===== src/rtl/eth_arp_pkg.sv =====
// Shared ARP types, opcodes and state encodings for the ARP transmit sequencer.
package eth_arp_pkg;

  typedef logic [47:0] mac_t;
  typedef logic [31:0] ip_t;

  localparam logic [15:0] ARP_OP_REQUEST = 16'd1;
  localparam logic [15:0] ARP_OP_REPLY   = 16'd2;

  localparam logic [1:0] T_IDLE  = 2'd0;
  localparam logic [1:0] T_START = 2'd1;
  localparam logic [1:0] T_BUSY  = 2'd2;
  localparam logic [1:0] T_GAP   = 2'd3;

  localparam logic [1:0] R_IDLE  = 2'd0;
  localparam logic [1:0] R_PEND  = 2'd1;
  localparam logic [1:0] R_WAIT  = 2'd2;

  // Per-frame fields that differ between reply and request frames.
  typedef struct packed {
    logic [15:0] opcode;
    mac_t        dest_mac;
    ip_t         dest_ip;
  } arp_fields_t;

  // Retry counter width; at least one bit even when no retries are allowed.
  function automatic int retry_w(input int max_retry);
    return (max_retry < 1) ? 1 : $clog2(max_retry + 1);
  endfunction

endpackage


===== src/rtl/arp_retry_timer.sv =====
// Reply timeout counter and retry count for the ARP resolver.
module arp_retry_timer
  import eth_arp_pkg::*;
#(
  parameter int TIMEOUT_CYCLES = 125000000,
  parameter int MAX_RETRY      = 3
) (
  input  logic                           clk,
  input  logic                           rst,
  input  logic                           i_load,
  input  logic                           i_run,
  input  logic                           i_clear,
  input  logic                           i_inc,
  output logic                           o_expire,
  output logic [retry_w(MAX_RETRY)-1:0]  o_retry_cnt
);

  localparam int TW = $clog2(TIMEOUT_CYCLES + 1);
  localparam int RW = retry_w(MAX_RETRY);

  logic [TW-1:0] r_cnt;
  logic [RW-1:0] r_retry;

  // Loaded with TIMEOUT-1 so expiry lands exactly TIMEOUT cycles after load.
  always_ff @(posedge clk) begin
    if (rst) begin
      r_cnt   <= '0;
      r_retry <= '0;
    end else begin
      if (i_load)
        r_cnt <= TW'(TIMEOUT_CYCLES - 1);
      else if (i_run && (r_cnt != '0))
        r_cnt <= r_cnt - TW'(1);
      if (i_clear)
        r_retry <= '0;
      else if (i_inc)
        r_retry <= r_retry + RW'(1);
    end
  end

  assign o_expire    = i_run && (r_cnt == '0);
  assign o_retry_cnt = r_retry;

endmodule


===== src/rtl/arp_tx_ctrl.sv =====
// ARP transmit sequencer: one-deep reply slot, request resolver with retry,
// and the frame FSM that drives the ARP datapath fields and start strobe.
module arp_tx_ctrl
  import eth_arp_pkg::*;
#(
  parameter int TIMEOUT_CYCLES = 125000000,
  parameter int MAX_RETRY      = 3,
  parameter int GAP_CYCLES     = 4
) (
  input  logic        s_axis_aclk,
  input  logic        s_axis_areset,
  input  mac_t        local_mac,
  input  ip_t         local_ip,
  input  logic        rx_arp_valid,
  input  logic [15:0] rx_opcode,
  input  mac_t        rx_srcMac,
  input  ip_t         rx_srcIP,
  input  ip_t         rx_destIP,
  input  logic        req_start,
  input  ip_t         req_ip,
  output logic        resolve_busy,
  output logic        resolve_done,
  output mac_t        resolve_mac,
  output logic        resolve_fail,
  output logic        reply_drop,
  output logic        arp_enable,
  output logic        arp_start,
  output logic [15:0] arp_opcode,
  output mac_t        arp_srcMac,
  output ip_t         arp_srcIP,
  output mac_t        arp_destMac,
  output ip_t         arp_destIP,
  input  logic        m_axis_tvalid,
  input  logic        m_axis_tready,
  input  logic        m_axis_tlast,
  output logic [1:0]  o_dbg_tx_state,
  output logic [1:0]  o_dbg_rs_state
);

  localparam int RW = retry_w(MAX_RETRY);
  localparam int GW = $clog2(GAP_CYCLES + 1);

  logic [1:0]    r_tx_state, r_rs_state;
  logic          r_slot_full, r_tx_is_reply;
  mac_t          r_slot_mac, r_src_mac, r_resolve_mac;
  ip_t           r_slot_ip, r_src_ip, r_req_ip;
  logic          r_req_sent, r_pend_d;
  logic          r_done, r_fail, r_drop;
  logic [GW-1:0] r_gap_cnt;
  arp_fields_t   r_fld;

  logic          w_reply_trig, w_match, w_frame_end, w_req_owed;
  logic          w_take_reply, w_take_req, w_arm, w_expire, w_retry_ok;
  logic          w_rs_start, w_retry;
  logic [RW-1:0] w_retry_cnt;

  assign w_reply_trig = rx_arp_valid && (rx_opcode == ARP_OP_REQUEST) && (rx_destIP == local_ip);
  assign w_match      = rx_arp_valid && (rx_opcode == ARP_OP_REPLY) && (rx_srcIP == r_req_ip) &&
                        ((r_rs_state == R_PEND) || (r_rs_state == R_WAIT));
  assign w_frame_end  = (r_tx_state == T_BUSY) && m_axis_tvalid && m_axis_tready && m_axis_tlast;
  // r_pend_d delays request pickup one cycle behind R_PEND becoming visible.
  assign w_req_owed   = (r_rs_state == R_PEND) && !r_req_sent && r_pend_d;
  assign w_take_reply = (r_tx_state == T_IDLE) && r_slot_full;
  assign w_take_req   = (r_tx_state == T_IDLE) && !r_slot_full && w_req_owed;
  // A request frame that ends after a match must not re-arm the timer.
  assign w_arm        = w_frame_end && r_req_sent && (r_rs_state == R_PEND) && !w_match;
  assign w_retry_ok   = (w_retry_cnt < RW'(MAX_RETRY));
  assign w_rs_start   = (r_rs_state == R_IDLE) && req_start;
  assign w_retry      = (r_rs_state == R_WAIT) && w_expire && !w_match && w_retry_ok;

  arp_retry_timer #(
    .TIMEOUT_CYCLES (TIMEOUT_CYCLES),
    .MAX_RETRY      (MAX_RETRY)
  ) u_retry_timer (
    .clk         (s_axis_aclk),
    .rst         (s_axis_areset),
    .i_load      (w_arm),
    .i_run       (r_rs_state == R_WAIT),
    .i_clear     (w_rs_start),
    .i_inc       (w_retry),
    .o_expire    (w_expire),
    .o_retry_cnt (w_retry_cnt)
  );

  always_ff @(posedge s_axis_aclk) begin
    if (s_axis_areset) begin
      r_rs_state    <= R_IDLE;
      r_req_ip      <= '0;
      r_req_sent    <= 1'b0;
      r_pend_d      <= 1'b0;
      r_resolve_mac <= '0;
      r_done        <= 1'b0;
      r_fail        <= 1'b0;
    end else begin
      r_done   <= w_match;
      r_fail   <= 1'b0;
      r_pend_d <= (r_rs_state == R_PEND);
      if (w_match || w_frame_end)
        r_req_sent <= 1'b0;
      else if (w_take_req)
        r_req_sent <= 1'b1;
      if (w_match)
        r_resolve_mac <= rx_srcMac;
      case (r_rs_state)
        R_IDLE: if (req_start) begin
          r_req_ip   <= req_ip;
          r_rs_state <= R_PEND;
        end
        R_PEND: begin
          if (w_match)    r_rs_state <= R_IDLE;
          else if (w_arm) r_rs_state <= R_WAIT;
        end
        R_WAIT: begin
          if (w_match) begin
            r_rs_state <= R_IDLE;
          end else if (w_expire) begin
            if (w_retry_ok) begin
              r_rs_state <= R_PEND;
            end else begin
              r_fail     <= 1'b1;
              r_rs_state <= R_IDLE;
            end
          end
        end
        default: r_rs_state <= R_IDLE;
      endcase
    end
  end

  // Reply slot: a trigger arriving while full is dropped, even in the clear cycle.
  always_ff @(posedge s_axis_aclk) begin
    if (s_axis_areset) begin
      r_slot_full <= 1'b0;
      r_slot_mac  <= '0;
      r_slot_ip   <= '0;
      r_drop      <= 1'b0;
    end else begin
      r_drop <= w_reply_trig && r_slot_full;
      if (w_reply_trig && !r_slot_full) begin
        r_slot_full <= 1'b1;
        r_slot_mac  <= rx_srcMac;
        r_slot_ip   <= rx_srcIP;
      end else if ((r_tx_state == T_START) && r_tx_is_reply) begin
        r_slot_full <= 1'b0;
      end
    end
  end

  always_ff @(posedge s_axis_aclk) begin
    if (s_axis_areset) begin
      r_tx_state    <= T_IDLE;
      r_tx_is_reply <= 1'b0;
      r_fld         <= '0;
      r_src_mac     <= '0;
      r_src_ip      <= '0;
      r_gap_cnt     <= '0;
    end else begin
      case (r_tx_state)
        T_IDLE: begin
          if (w_take_reply) begin
            r_fld         <= '{opcode: ARP_OP_REPLY, dest_mac: r_slot_mac, dest_ip: r_slot_ip};
            r_tx_is_reply <= 1'b1;
          end else if (w_take_req) begin
            r_fld         <= '{opcode: ARP_OP_REQUEST, dest_mac: '0, dest_ip: r_req_ip};
            r_tx_is_reply <= 1'b0;
          end
          if (w_take_reply || w_take_req) begin
            r_src_mac  <= local_mac;
            r_src_ip   <= local_ip;
            r_tx_state <= T_START;
          end
        end
        T_START: r_tx_state <= T_BUSY;
        T_BUSY: if (w_frame_end) begin
          r_gap_cnt  <= GW'(GAP_CYCLES - 1);
          r_tx_state <= T_GAP;
        end
        T_GAP: begin
          if (r_gap_cnt == '0) r_tx_state <= T_IDLE;
          else                 r_gap_cnt  <= r_gap_cnt - GW'(1);
        end
      endcase
    end
  end

  assign arp_start      = (r_tx_state == T_START);
  assign arp_enable     = (r_tx_state == T_START) || (r_tx_state == T_BUSY);
  assign arp_opcode     = r_fld.opcode;
  assign arp_destMac    = r_fld.dest_mac;
  assign arp_destIP     = r_fld.dest_ip;
  assign arp_srcMac     = r_src_mac;
  assign arp_srcIP      = r_src_ip;
  assign resolve_busy   = (r_rs_state != R_IDLE);
  assign resolve_done   = r_done;
  assign resolve_fail   = r_fail;
  assign resolve_mac    = r_resolve_mac;
  assign reply_drop     = r_drop;
  assign o_dbg_tx_state = r_tx_state;
  assign o_dbg_rs_state = r_rs_state;

endmodule

===== config.mk =====
export PLATFORM = sky130hd
export DESIGN_NAME = arp_tx_ctrl
export DESIGN_NICKNAME = d
export VERILOG_FILES = /design/src/rtl/eth_arp_pkg.sv /design/src/rtl/arp_retry_timer.sv /design/src/rtl/arp_tx_ctrl.sv
export SDC_FILE = /design/constraint.sdc
export NUM_CORES = 1
export LEC_CHECK = 0
export ABC_AREA = 1
export BUFFER_PORTS_ARGS = -buffer_cell sky130_fd_sc_hd__buf_2
export CAP_MARGIN = 15
export CORE_AREA = 2 2 186 188
export DETAILED_ROUTE_END_ITERATION = 7
export DIE_AREA = 0 0 188 190
export HOLD_SLACK_MARGIN = 0.05
export PLACE_DENSITY = 0.76
export SKIP_LAST_GASP = 1
export SYNTH_ARGS = -nofsm -noshare
export SYNTH_HDL_FRONTEND = slang
export SYNTH_SLANG_ARGS = --single-unit

===== constraint.sdc =====
create_clock -name s_axis_aclk -period 2.1 [get_ports s_axis_aclk]
set_input_delay 0.315 -clock s_axis_aclk [delete_from_list [all_inputs] [get_ports s_axis_aclk]]
set_output_delay 0.315 -clock s_axis_aclk [all_outputs]
set_load 0.1 [all_outputs]

-- Word level (Yosys, flattened, before mapping)
Index checks and enable logic that the tools add are counted.
- memories: 0
- input bits: 247
- output and inout port bits: 234
- word-level logic and storage cells: 119
- bits in writable memories: 0
- ROM bits: 0
- bits in latches: 0
- flip-flop bits (word level): 379
- bitwise operators: 2
- order comparisons: 1
- add/subtract/negate cells: 3
- div/mod/pow operators: 0
- reductions and logical operators: 52
- shifts and indexed selects: 0
- equality and inequality tests: 16
- multipliers: 0
- multiplexer cells: 23
- operators with widths (cell ; number):
    two-way mux 96 bit ; 2
    == test 32 bit ; 2
    two-way mux 27 bit ; 2
    zero test 27 bit ; 1
    nonzero test 27 bit ; 1
    subtractor 27 x 1 -> 27 bit, second input constant ; 1
    logical AND 1 bit ; 25
    == test 16 x 1 -> 1 bit, second input constant ; 1
    == test 16 x 2 -> 1 bit, second input constant ; 1
    two-way mux 2 bit ; 8
    nonzero test 2 bit ; 5
    AND reduction 3 bit ; 3
    inequality test 2 bit, second input constant ; 4
    case mux 2 bit (4 select lines) ; 1
    == test 2 bit, second input constant ; 3
    two-way mux 1 bit ; 6
    two-way mux 3 bit ; 2
    case mux 2 bit (3 select lines) ; 1
    case mux 3 bit (2 select lines) ; 1
    AND reduction 2 bit ; 3
    OR reduction 2 bit ; 3
    == test 2 x 1 -> 1 bit, second input constant ; 2
    zero test 2 bit ; 2
    logical OR 1 bit ; 4
    10 further kinds ; 13

-- Depth between registers and ports, before layout
Gate-level depths: netlist of the first run.
- depth in word-level cells: 10
- mapped depth: 16
- mapped depth without buffers: 15

-- Cells and area by module
Synthesis of the first run repeated with hierarchy kept, for this count alone.
- cell total of the unflattened synthesis: 2190
- area, all modules: 16015.4 µm²
- modules (own cells, without submodules) (module ; area each (µm²) ; instances ; seq. area each (µm²) ; cells each):
    arp_tx_ctrl ; 13917.1 ; 1 ; 6706.4 ; 1871
    arp_retry_timer ; 2098.3 ; 1 ; 580.6 ; 319

-- Least setup slack after synthesis of the first run
No wires, ideal clock.
- kind: register to register
- from: register r_rs_state[0] (netlist: o_dbg_rs_state[0])
- to: register r_resolve_mac[36] (netlist: resolve_mac[36])
- data required time: 1984 ps
- buffers on the path: 3
- arrival time: 2545 ps
- clock period less this slack: 2662 ps
- setup time: 116 ps
- slack: -562 ps
- cell stages (with the launch flop): 15
- path through: dfxtp_1 -> inv_1 -> ha_1 -> nand2_1 -> nor2_1 -> nand2_1 -> nor2_1 -> nand2_1 -> nor2_1 -> nand3_1 -> buf_4 -> buf_4 -> buf_4 -> nand3_1 -> nand2_1
- longest elaborated chain between the ends: 3
- elaborated cells between the ends (all ways): 4
- those cells by class: eq/ne (2); reduce/logical (2)
- ends and longest elaborated chain (item ; line ; source):
    from (decl) ; arp_tx_ctrl.sv:43 ; logic [1:0] r_tx_state, r_rs_state;
    from (signal assigned) ; arp_tx_ctrl.sv:87 ; r_rs_state <= R_IDLE;
    from (signal assigned) ; arp_tx_ctrl.sv:107 ; r_rs_state <= R_PEND;
    from (signal assigned) ; arp_tx_ctrl.sv:110 ; if (w_match) r_rs_state <= R_IDLE;
    == test 2 x 1 -> 1 bit or == test 2 bit (tied branches) ; arp_tx_ctrl.sv:59 ; ((r_rs_state == R_PEND) || (r_rs_state == R_WAIT));
    logical OR 1 bit * ; arp_tx_ctrl.sv:59 ;
    logical AND 1 bit * ; arp_tx_ctrl.sv:58 ; assign w_match = rx_arp_valid && (rx_opcode == ARP_OP_REPLY) && (rx_srcIP == r_req_ip) &&
    to (signal assigned) ; arp_tx_ctrl.sv:103 ; r_resolve_mac <= rx_srcMac;
    to (decl) ; arp_tx_ctrl.sv:45 ; mac_t r_slot_mac, r_src_mac, r_resolve_mac;
Every way passes the cells marked *; elsewhere a longest branch is shown, timed or not.
A chain may end at the register's enable or synchronous reset.

-- Worst setup path after layout of the first run
- from: register r_rs_state[1] (netlist: o_dbg_rs_state[1])
- to: register r_resolve_mac[21] (netlist: resolve_mac[21])
The elaborated chain is that of the path after synthesis.

==> metrics, run 1 <==
first-pass GRT wire length a little over 80,000 um; post-route cell area approximately 20,000 um^2; failing checks setup timing; total power draw around 24 mW; Overflow after GRT 0; CTS buffer count 40; hold crit path type input port to flop; DRT Wirelength ~56,000 um; setup ws final -0.0143 ns; FFs w/ async S/R, synth 0; Area contributors post-synth dfxtp_1 (49%), nand2_1 (10%), nor2_1 (9.9%); Seq. cell area 7300 um^2; final worst path period share 1.01; Slew Viols, Final 0; Tmin final ~2.1 ns; Primary FF master, synth dfxtp_1; vias in the first global route 15,448; Port-buffer cells 466; layout cell share with drive strength beyond 1 0.270; setup TNS -0.0245 ns; Rel. slew slack 0.598; Vias approximately 16,000; # H-tree levels 2; required time worst endpoint 2.57 ns; Post-synth top cells nand2_1 (418), nor2_1 (396), dfxtp_1 (364); critical path endpoint category flop; Peak Freq approximately 470 MHz; Fillers slightly below 3,000; Slowest-stage cell, CP dfxtp_4; RSZ-0062 raised after global routing true; Max Cap Viol 0; die area 35,700 um^2; pre-CTS setup slack -0.108 ns; area taken by multi-input logic gates 6830 um^2; skew final ~0.017 ns; DR WL/cell ~18 um; DP Wirelength ~37,000 um; Final GP Congestion around 0.95; Total GRT Usage 0.289; # IOs 481; layout net count between 2,000 and 3,000; CTS tree built; CTS Sinks ~360; Skew-Pair Late Insertion Delay between 0.5 and 0.6 ns; slowest stage delay, CP 0.36 ns; final core utilization 0.602; Crit Path Class flop to flop; Syn Area/Cell about 7.4 um^2; die width ~190 um; crit path max fanout 8; antenna viol nets, final 0; area post-placement about 18,000 um^2; initial DRC count roughly 1,100; core area around 34,000 um^2; Yosys reg bits roughly 360; Synth-to-Final Area Change 36.2%; sequential share of the synthesized area 0.485; Slew @ Worst Pin approximately 0.61 ns; Max Root-Sink Buffers 3; leak pwr around 9.5 nW; R2R setup slack -0.01 ns; largest net degree at the start of global routing 98; Post-Syn Area between 15,000 and 20,000 um^2; clock-pin slew on the worst setup and hold paths approximately 0.060 ns; Final setup viols 3; top-count cell post-synth nand2_1; Avg Vias per Cell approximately 5.2; Max VDD drop approximately 0.0013 V; initial core utilization 0.442; Die Span Y ~190 um; drt pass-1 iters 5; initial antenna violation count 23; DR DRC count 0; Yosys top cell area share 0.485; power per cell area roughly 1200 nW/um^2; Distinct cells, synth 48; startpoint types flop; EDFF count, synth 0; crit-path cells inv_4 > ha_4 > nand2_2 > nor2_1 > nand2_1 > nor2_1 > nand2_1 > nor2_1 > nand3_2 > buf_6 > nor2_4 > buf_12 > clkbuf_16 > nand2_2 > nand2_1; post-synth top area cell dfxtp_1; status complete, but fails checks; clock root cell clkbuf_16; synthesized instance count approximately 2,000; final-report hold violation count 0; Ys Warns 0; FP Rows 68; Crit path arrival time between 2 and 3 ns
## registers in the layout, indices dropped and copies added (netlist names), 3 cells and up
signal / flops
arp_destMac: 48
arp_srcMac: 48
r_slot_mac: 48
resolve_mac: 48
arp_destIP: 32
arp_srcIP: 32
r_req_ip: 32
r_slot_ip: 32
u_retry_timer.r_cnt: 27
r_gap_cnt: 3
## per-stage QoR
stage | cells | hold WS [ns]
floorplan | 2046 | 0.418
global placement | 2894 | 0.434
detailed placement | 2894 | 0.450
CTS | 3037 | 0.0501
global route | 3073 | 0.0696
finish | 3073 | 0.0602
## worst max-delay path, delay by kind of cell, from the launching register on
kind / cells / cell delay [ns]
buf+inv: 4 / 0.56
flops: 1 / 0.36
fa+ha+maj: 1 / 0.25
simple gates: 10 / 0.88
## cell type report
type / instances / area share
Antenna cell: 22 / 0.00269
Clock buffer: 59 / 0.0588
Clock inverter: 8 / 0.00214
Inverter: 135 / 0.0256
Multi-Input combinational cell: 1421 / 0.334
Sequential cell: 364 / 0.357
Tap cell: 455 / 0.0278
Timing Repair Buffer: 609 / 0.192
## per-layer routing
layer	track usage	wire [um]	up-vias
met5	0	0	-
met4	0.204	3700	0
met3	0.0590	4000	226
met2	0.504	27800	825
met1	0.316	20500	7457
li1	-	-	7606
## path summary, 6_finish.rpt
kind | cells past startpoint | to | from
max | 15 | resolve_mac[21]$_SDFFE_PP0P_ | o_dbg_rs_state[1]$_SDFFE_PP0P_
min | 3 | r_req_ip[4]$_SDFFE_PP0P_ | req_ip[4]
max reg2reg | 15 | resolve_mac[21]$_SDFFE_PP0P_ | o_dbg_rs_state[1]$_SDFFE_PP0P_
min reg2reg | 2 | arp_destMac[16]$_SDFFE_PP0P_ | arp_destMac[16]$_SDFFE_PP0P_
## cells by family after synthesis
kind of cell	Yosys count	share of synthesized area
flops	364	0.485
other cells	1	0.000250
xor+xnor	37	0.0221
fa+ha+maj	13	0.0108
buf+inv	261	0.0816
compound gates	384	0.134
simple gates	973	0.266
## placed cells by master (no fill, tap or decap), types with 22 or more instances in the layout
cell / Yosys / final
buf_2: 16 / 465
nor2_1: 396 / 395
nand2_1: 418 / 369
dfxtp_1: 364 / 359
o21ai_0: 213 / 212
a21oi_1: 120 / 120
inv_1: 120 / 117
nand3_1: 85 / 84
dlygate4sd3_1: 0 / 76
clkbuf_16: 0 / 47
buf_4: 20 / 41
nand2_2: 4 / 34
xnor2_1: 29 / 29
diode_2: 0 / 22
## power by group
part	switching, mW	internal, mW	leakage (nW)	total, mW
Combinational	6.33	2.80	5.98	9.13
Clock	2.80	3.94	0.621	6.74
Sequential	0.517	7.53	2.94	8.05
## what timing repair did
action / in CTS / in global routing
cloned: 0 / 7
setup endpoints to repair: 41 / 81
buffers inserted: 0 / 7
pin swaps: 0 / 11
gates resized for setup: 1 / 86
hold endpoints to repair: 76 / 0
hold buffers: 76 / 0
Note: power is estimated with default switching activity, not from simulation.
==> run 2, diff against run 1 <==
Settings changed: CORE_AREA 2 2 186 188 to 2 2 189 191, DIE_AREA 0 0 188 190 to 0 0 191 193, PLACE_DENSITY 0.76 to 0.75.
Clock period 2.1 ns to 2.5 ns, I/O delays scaled along.
==> run 2 against run 1 <==
Total power shrank 27%. Register-to-register slack gained 0.28 ns. Highest routed layer unchanged. Clock power shrank 11%. Sequential power shrank 19%. Cell area shrank 5.4%. Clock skew grew 0.0012 ns. Core utilization shrank 4.9 points. Clock-buffer cell count grew 3. The flow now finishes without violations.
==> metrics, run 2 (synthesized netlist as in run 1, its figures left out) <==
Overflow after GRT 0 (unchanged); Avg Vias per Cell 5.09 (-2.9%); required time worst endpoint 2.91 ns (+0.34 ns); slowest stage delay, CP 0.39 ns (+0.03 ns); skew final 0.0179 ns (+0.00121 ns); die width 191 um (+1.6%); leak pwr 8.97 nW (-6.0%); Slowest-stage cell, CP buf_6; total power draw 17.5 mW (-27%); Max Cap Viol 0 (unchanged); Port-buffer cells 466 (unchanged); Skew-Pair Late Insertion Delay 0.54 ns (about the same); delay-heaviest family, CP simple AND/OR/NAND/NOR gates; post-route cell area 19,400 um^2 (-5.4%); first-pass GRT wire length 77,100 um (-5.8%); layout net count 2,749 (-2.9%); Max VDD drop 0.000591 V (-54%); setup TNS 0 ns (+0.0245 ns); vias in the first global route 14,529 (-5.9%); clock-pin slew on the worst setup and hold paths 0.06 ns (about the same); status completed; most frequent cells in the layout buf_2 (465), nand2_1 (418), nor2_1 (396); clock root cell clkbuf_16; initial DRC count 979 (-14%); initial core utilization 0.429 (-0.0129); FP Rows 69 (+1.5%); Rel. slew slack 0.600 (+0.00212); final-report hold violation count 0 (unchanged); Crit path arrival time 2.64 ns (+0.06 ns); Fillers 3,304 (+12%); Vias 15,281 (-5.2%); area post-placement 17,600 um^2 (-1.7%); CTS tree built; layout cell share with drive strength beyond 1 0.238 (-0.0315); Slew @ Worst Pin 0.605 ns (-0.00320 ns); Tmin final 2.23 ns (+0.118 ns); Slew Viols, Final 0 (unchanged); Die Span Y 193 um (+1.6%); crit path max fanout 55 (+47); antenna viol nets, final 0 (unchanged); Final setup viols 0 (-3); die area 36,900 um^2 (+3.2%); DRT Wirelength 50,600 um (-9.7%); setup ws final 0.267 ns (+0.282 ns); initial antenna violation count 22 (-4.3%); Crit Path Class flop to flop; Total GRT Usage 0.264 (-0.0250); RSZ-0062 raised after global routing false; # IOs 481 (unchanged); DR DRC count 0 (unchanged); # H-tree levels 2 (unchanged); DR WL/cell 16.9 um (-7.5%); post-CTS setup buffers 0 (unchanged); commonest non-fill, non-tap cell in the layout buf_2; critical path endpoint category flop; startpoint types flop; Synth-to-Final Area Change 28.9%; drt pass-1 iters 5 (unchanged); CTS buffer count 40 (unchanged); Peak Freq 448 MHz (-5.3%); Final GP Congestion 0.898 (-5.6%); largest net degree at the start of global routing 132 (+35%); core area 35,000 um^2 (+3.0%); hold crit path type input port to flop; Max Root-Sink Buffers 3 (unchanged); worst path bufs/invs 2 (-2); final worst path period share 0.893 (-0.114); pre-CTS setup slack 0.136 ns (+0.244 ns); DP Wirelength 36,300 um (-3.3%); CTS Sinks 364 (unchanged); hold_ws 0.0655 ns (+0.00526 ns); crit-path cells inv_1 > ha_1 > nand2_1 > nor2_1 > nand2_1 > nor2_1 > nand2_1 > nor2_1 > nand3_2 > buf_6 > nand3_1 > o21ai_0 > a21oi_1; power per cell area 904 nW/um^2 (-23%)
[run 2: routing by layer]
metal	track usage	up-vias	wire length, um
met3	0.0476	158	3200
li1	-	7440	-
met2	0.457	637	25000
met1	0.309	7046	19700
met5	0	-	0
met4	0.152	0	2610
[run 2: power by group]
group          internal, mW  switching (mW)  total [mW]
clock network          3.63            2.40        6.03
logic                  1.34            3.62        4.96
registers              6.20           0.300        6.50
total                  11.2            6.32        17.5
[run 2: metrics by stage]
stage	std cells	utilization
floorplan	2046	-
CTS	2980	0.552
global route	2998	0.553
global placement	2869	0.502
finish	3000	0.554
detailed placement	2869	0.502
[run 2: layout make-up]
class,instances,area (um^2),share of cell area
timing repair buffer,527,3010,0.155
multi-input combinational,1421,6570,0.339
sequential,364,7290,0.377
tap,461,577,0.0298
clock inverter,10,140,0.00724
inverter,135,517,0.0267
clock buffer,62,1200,0.0623
antenna,20,50.0,0.00259
[run 2: timing repair]
| item | CTS | global route |
|---|---|---|
| gates resized for setup | 0 | 1 |
| setup endpoints to repair | 0 | 30 |
| hold buffers | 39 | 0 |
| endpoints found under the hold margin | 39 | 0 |
[run 2: path summary, 6_finish.rpt]
kind	endpoint	depth (start not counted)	startpoint	slack [ns]
max reg2reg	u_retry_timer.o_retry_cnt[1]$_SDFFE_PP0P_	13	o_dbg_rs_state[0]$_SDFFE_PP0P_	0.27
max	u_retry_timer.o_retry_cnt[1]$_SDFFE_PP0P_	13	o_dbg_rs_state[0]$_SDFFE_PP0P_	0.27
min reg2reg	arp_destMac[33]$_SDFFE_PP0P_	2	arp_destMac[33]$_SDFFE_PP0P_	0.46
min	resolve_mac[0]$_SDFFE_PP0P_	3	rx_srcMac[0]	0.07
[run 2: worst register-to-register path, delay by kind of cell (launching register included)]
family	cells	cell delay, ns
buffers and inverters	2	0.46
and+or+nand+nor	8	0.64
AOI/OAI and AO/OA	2	0.35
adders and majority gates	1	0.29
DFF	1	0.36
==> run 3, diff against run 2 <==
Settings changed: CORE_AREA 2 2 189 191 to 2 2 186 188, CTS_BUF_LIST from default to sky130_fd_sc_hd__clkbuf_2 sky130_fd_sc_hd__clkbuf_4 sky130_fd_sc_hd__clkbuf_8, DIE_AREA 0 0 191 193 to 0 0 188 190, PLACE_DENSITY 0.75 to 0.76.
==> run 3 against run 2 <==
Register-to-register slack got worse by 0.23 ns. Sequential share of layout area fell by 1.7 points. Setup slack got worse by 0.23 ns. First-iteration DRC count rose by 7.3%. Sequential power fell by 1%. Maximum frequency fell by 9.5%. Sequential cell count did not move. Clock-buffer cell count rose by 31. Clock skew rose by 0.0047 ns. Worst hold slack improved by 0.012 ns. Cell area rose by 4.8%.
==> metrics, run 3 (synthesized netlist as in run 1, its figures left out) <==
status completed; CTS Sinks 364 (unchanged); power per cell area 798 nW/um^2 (-12%); Worst path most repeated cell nand2_1; FP Rows 68 (-1.4%); hold crit path type input port to flop; startpoint types flop; Die Span Y 190 um (-1.6%); Tmin final 2.47 ns (+0.235 ns); pre-CTS setup slack -0.0735 ns (-0.210 ns); post-route cell area 20,300 um^2 (+4.8%); layout cell share with drive strength beyond 1 0.246 (+0.00764); Slew Viols, Final 0 (unchanged); Slowest-stage cell, CP dfxtp_4; skew final 0.0226 ns (+0.00471 ns); worst path bufs/invs 4 (+2); delay-heaviest family, CP simple AND/OR/NAND/NOR gates; Placed Cells 2,860 (-0.31%); Crit Path Class flop to flop; DP Wirelength 36,400 um (+0.36%); die area 35,700 um^2 (-3.1%); final-report hold violation count 0 (unchanged); DRT Wirelength 55,100 um (+9.1%); leak pwr 9.41 nW (+4.9%); layout net count 2,860 (+4.0%); Final GP Congestion 0.972 (+8.2%); initial antenna violation count 18 (-18%); Skew-Pair Late Insertion Delay 0.60 ns (+0.06 ns); largest net degree at the start of global routing 153 (+16%); die width 188 um (-1.6%); Slew @ Worst Pin 0.963 ns (+0.359 ns); # H-tree levels 2 (unchanged); drt pass-1 iters 6 (+1); area post-placement 17,500 um^2 (-0.17%); required time worst endpoint 3.02 ns (+0.11 ns); Crit path arrival time 2.99 ns (+0.35 ns); commonest non-fill, non-tap cell in the layout buf_2; antenna viol nets, final 0 (unchanged); initial core utilization 0.442 (+0.0129); Max Root-Sink Buffers 3 (unchanged); core area 33,900 um^2 (-2.9%); Peak Freq 405 MHz (-9.5%); area taken by multi-input logic gates 6590 um^2 (+0.36%); Final setup viols 0 (unchanged); Rel. slew slack 0.358 (-0.242); first-pass GRT wire length 82,400 um (+6.9%); # IOs 481 (unchanged); fin cells 3,114 (+3.8%); critical path endpoint category flop; Fillers 2,966 (-10%); Total GRT Usage 0.291 (+0.0262); Avg Vias per Cell 5.20 (+2.2%); crit path max fanout 9 (-84%); Vias 16,208 (+6.1%); clock root cell clkbuf_8; hold_ws 0.0778 ns (+0.0123 ns); Synth-to-Final Area Change 35.1%; crit-path cells inv_1 > ha_1 > nand2_1 > nor2_1 > nand2_1 > nor2_1 > nand2_1 > nor2_4 > nand3_4 > buf_16 > nor2_4 > buf_12 > buf_6 > nand2_1 > nand2_1; clock-pin slew on the worst setup and hold paths 0.07 ns (about the same); slowest stage delay, CP 0.37 ns (-0.02 ns); DR WL/cell 17.7 um (+5.1%); DR DRC count 0 (unchanged); Overflow after GRT 0 (unchanged); Port-buffer cells 466 (unchanged); Max Cap Viol 0 (unchanged); initial DRC count 1,050 (+7.3%); final worst path period share 0.987 (+0.0939); CTS tree built; vias in the first global route 15,551 (+7.0%); setup ws final 0.0326 ns (-0.235 ns); Seq. cell area 7300 um^2 (about the same); most frequent cells in the layout buf_2 (465), nand2_1 (418), nor2_1 (395); Max VDD drop 0.000688 V (+17%); CTS buffer count 58 (+45%)
-- run 3: final timing paths --
path	from	end	slack [ns]	cells after the start
worst max register to register	o_dbg_rs_state[0]$_SDFFE_PP0P_	resolve_mac[18]$_SDFFE_PP0P_	0.03	15
worst max-delay path	o_dbg_rs_state[0]$_SDFFE_PP0P_	resolve_mac[18]$_SDFFE_PP0P_	0.03	15
worst min register to register	arp_destMac[38]$_SDFFE_PP0P_	arp_destMac[38]$_SDFFE_PP0P_	0.46	2
worst min-delay path	req_ip[23]	r_req_ip[23]$_SDFFE_PP0P_	0.08	3
-- run 3: final cells by class --
type                       count  area share
multi-input combinational   1421       0.325
tap                          455      0.0281
timing repair buffer         620       0.198
antenna                       19     0.00234
sequential                   364       0.360
clock buffer                  93      0.0585
clock inverter                 7     0.00308
inverter                     135      0.0256
-- run 3: repair_timing --
| item | CTS | global route |
|---|---|---|
| gates resized for setup | 2 | 8 |
| cloned | 0 | 5 |
| pin swaps | 0 | 3 |
| hold buffers | 123 | 0 |
| endpoints found under the setup margin | 53 | 54 |
| endpoints found under the hold margin | 141 | 0 |
| buffers inserted | 0 | 7 |
-- run 3: stage by stage --
step                      setup TNS [ns]  total power, mW   util
final                                  0             16.2  0.597
after global routing              -0.101             18.9  0.597
after CTS                              0             16.2  0.590
after detailed placement           -2.80             10.7  0.517
after global placement             -1.30             13.8  0.517
after floorplan                        0             10.4      -
-- run 3: metal layers --
metal	share of wire	track usage	vias up	routed length [um]
li1	-	-	7670	-
met1	0.36	0.322	7407	20100
met2	0.48	0.497	862	26700
met3	0.077	0.0627	269	4270
met4	0.074	0.205	0	4080
met5	0	0	-	0
-- run 3: worst reg2reg max path, cell delays in order, from the launching register on --
cell	delay, ns
dfxtp_4	0.37
inv_1	0.06
ha_1	0.32
nand2_1	0.10
nor2_1	0.11
nand2_1	0.13
nor2_1	0.11
nand2_1	0.10
nor2_4	0.14
nand3_4	0.19
buf_16	0.22
nor2_4	0.13
buf_12	0.14
buf_6	0.17
nand2_1	0.06
nand2_1	0.08
-- run 3: power breakdown --
part	switching (mW)	internal, mW	total (mW)	leakage [nW]
combinational	3.20	1.15	4.35	5.80
sequential	0.265	6.16	6.42	2.94
clock	2.34	3.08	5.42	0.664
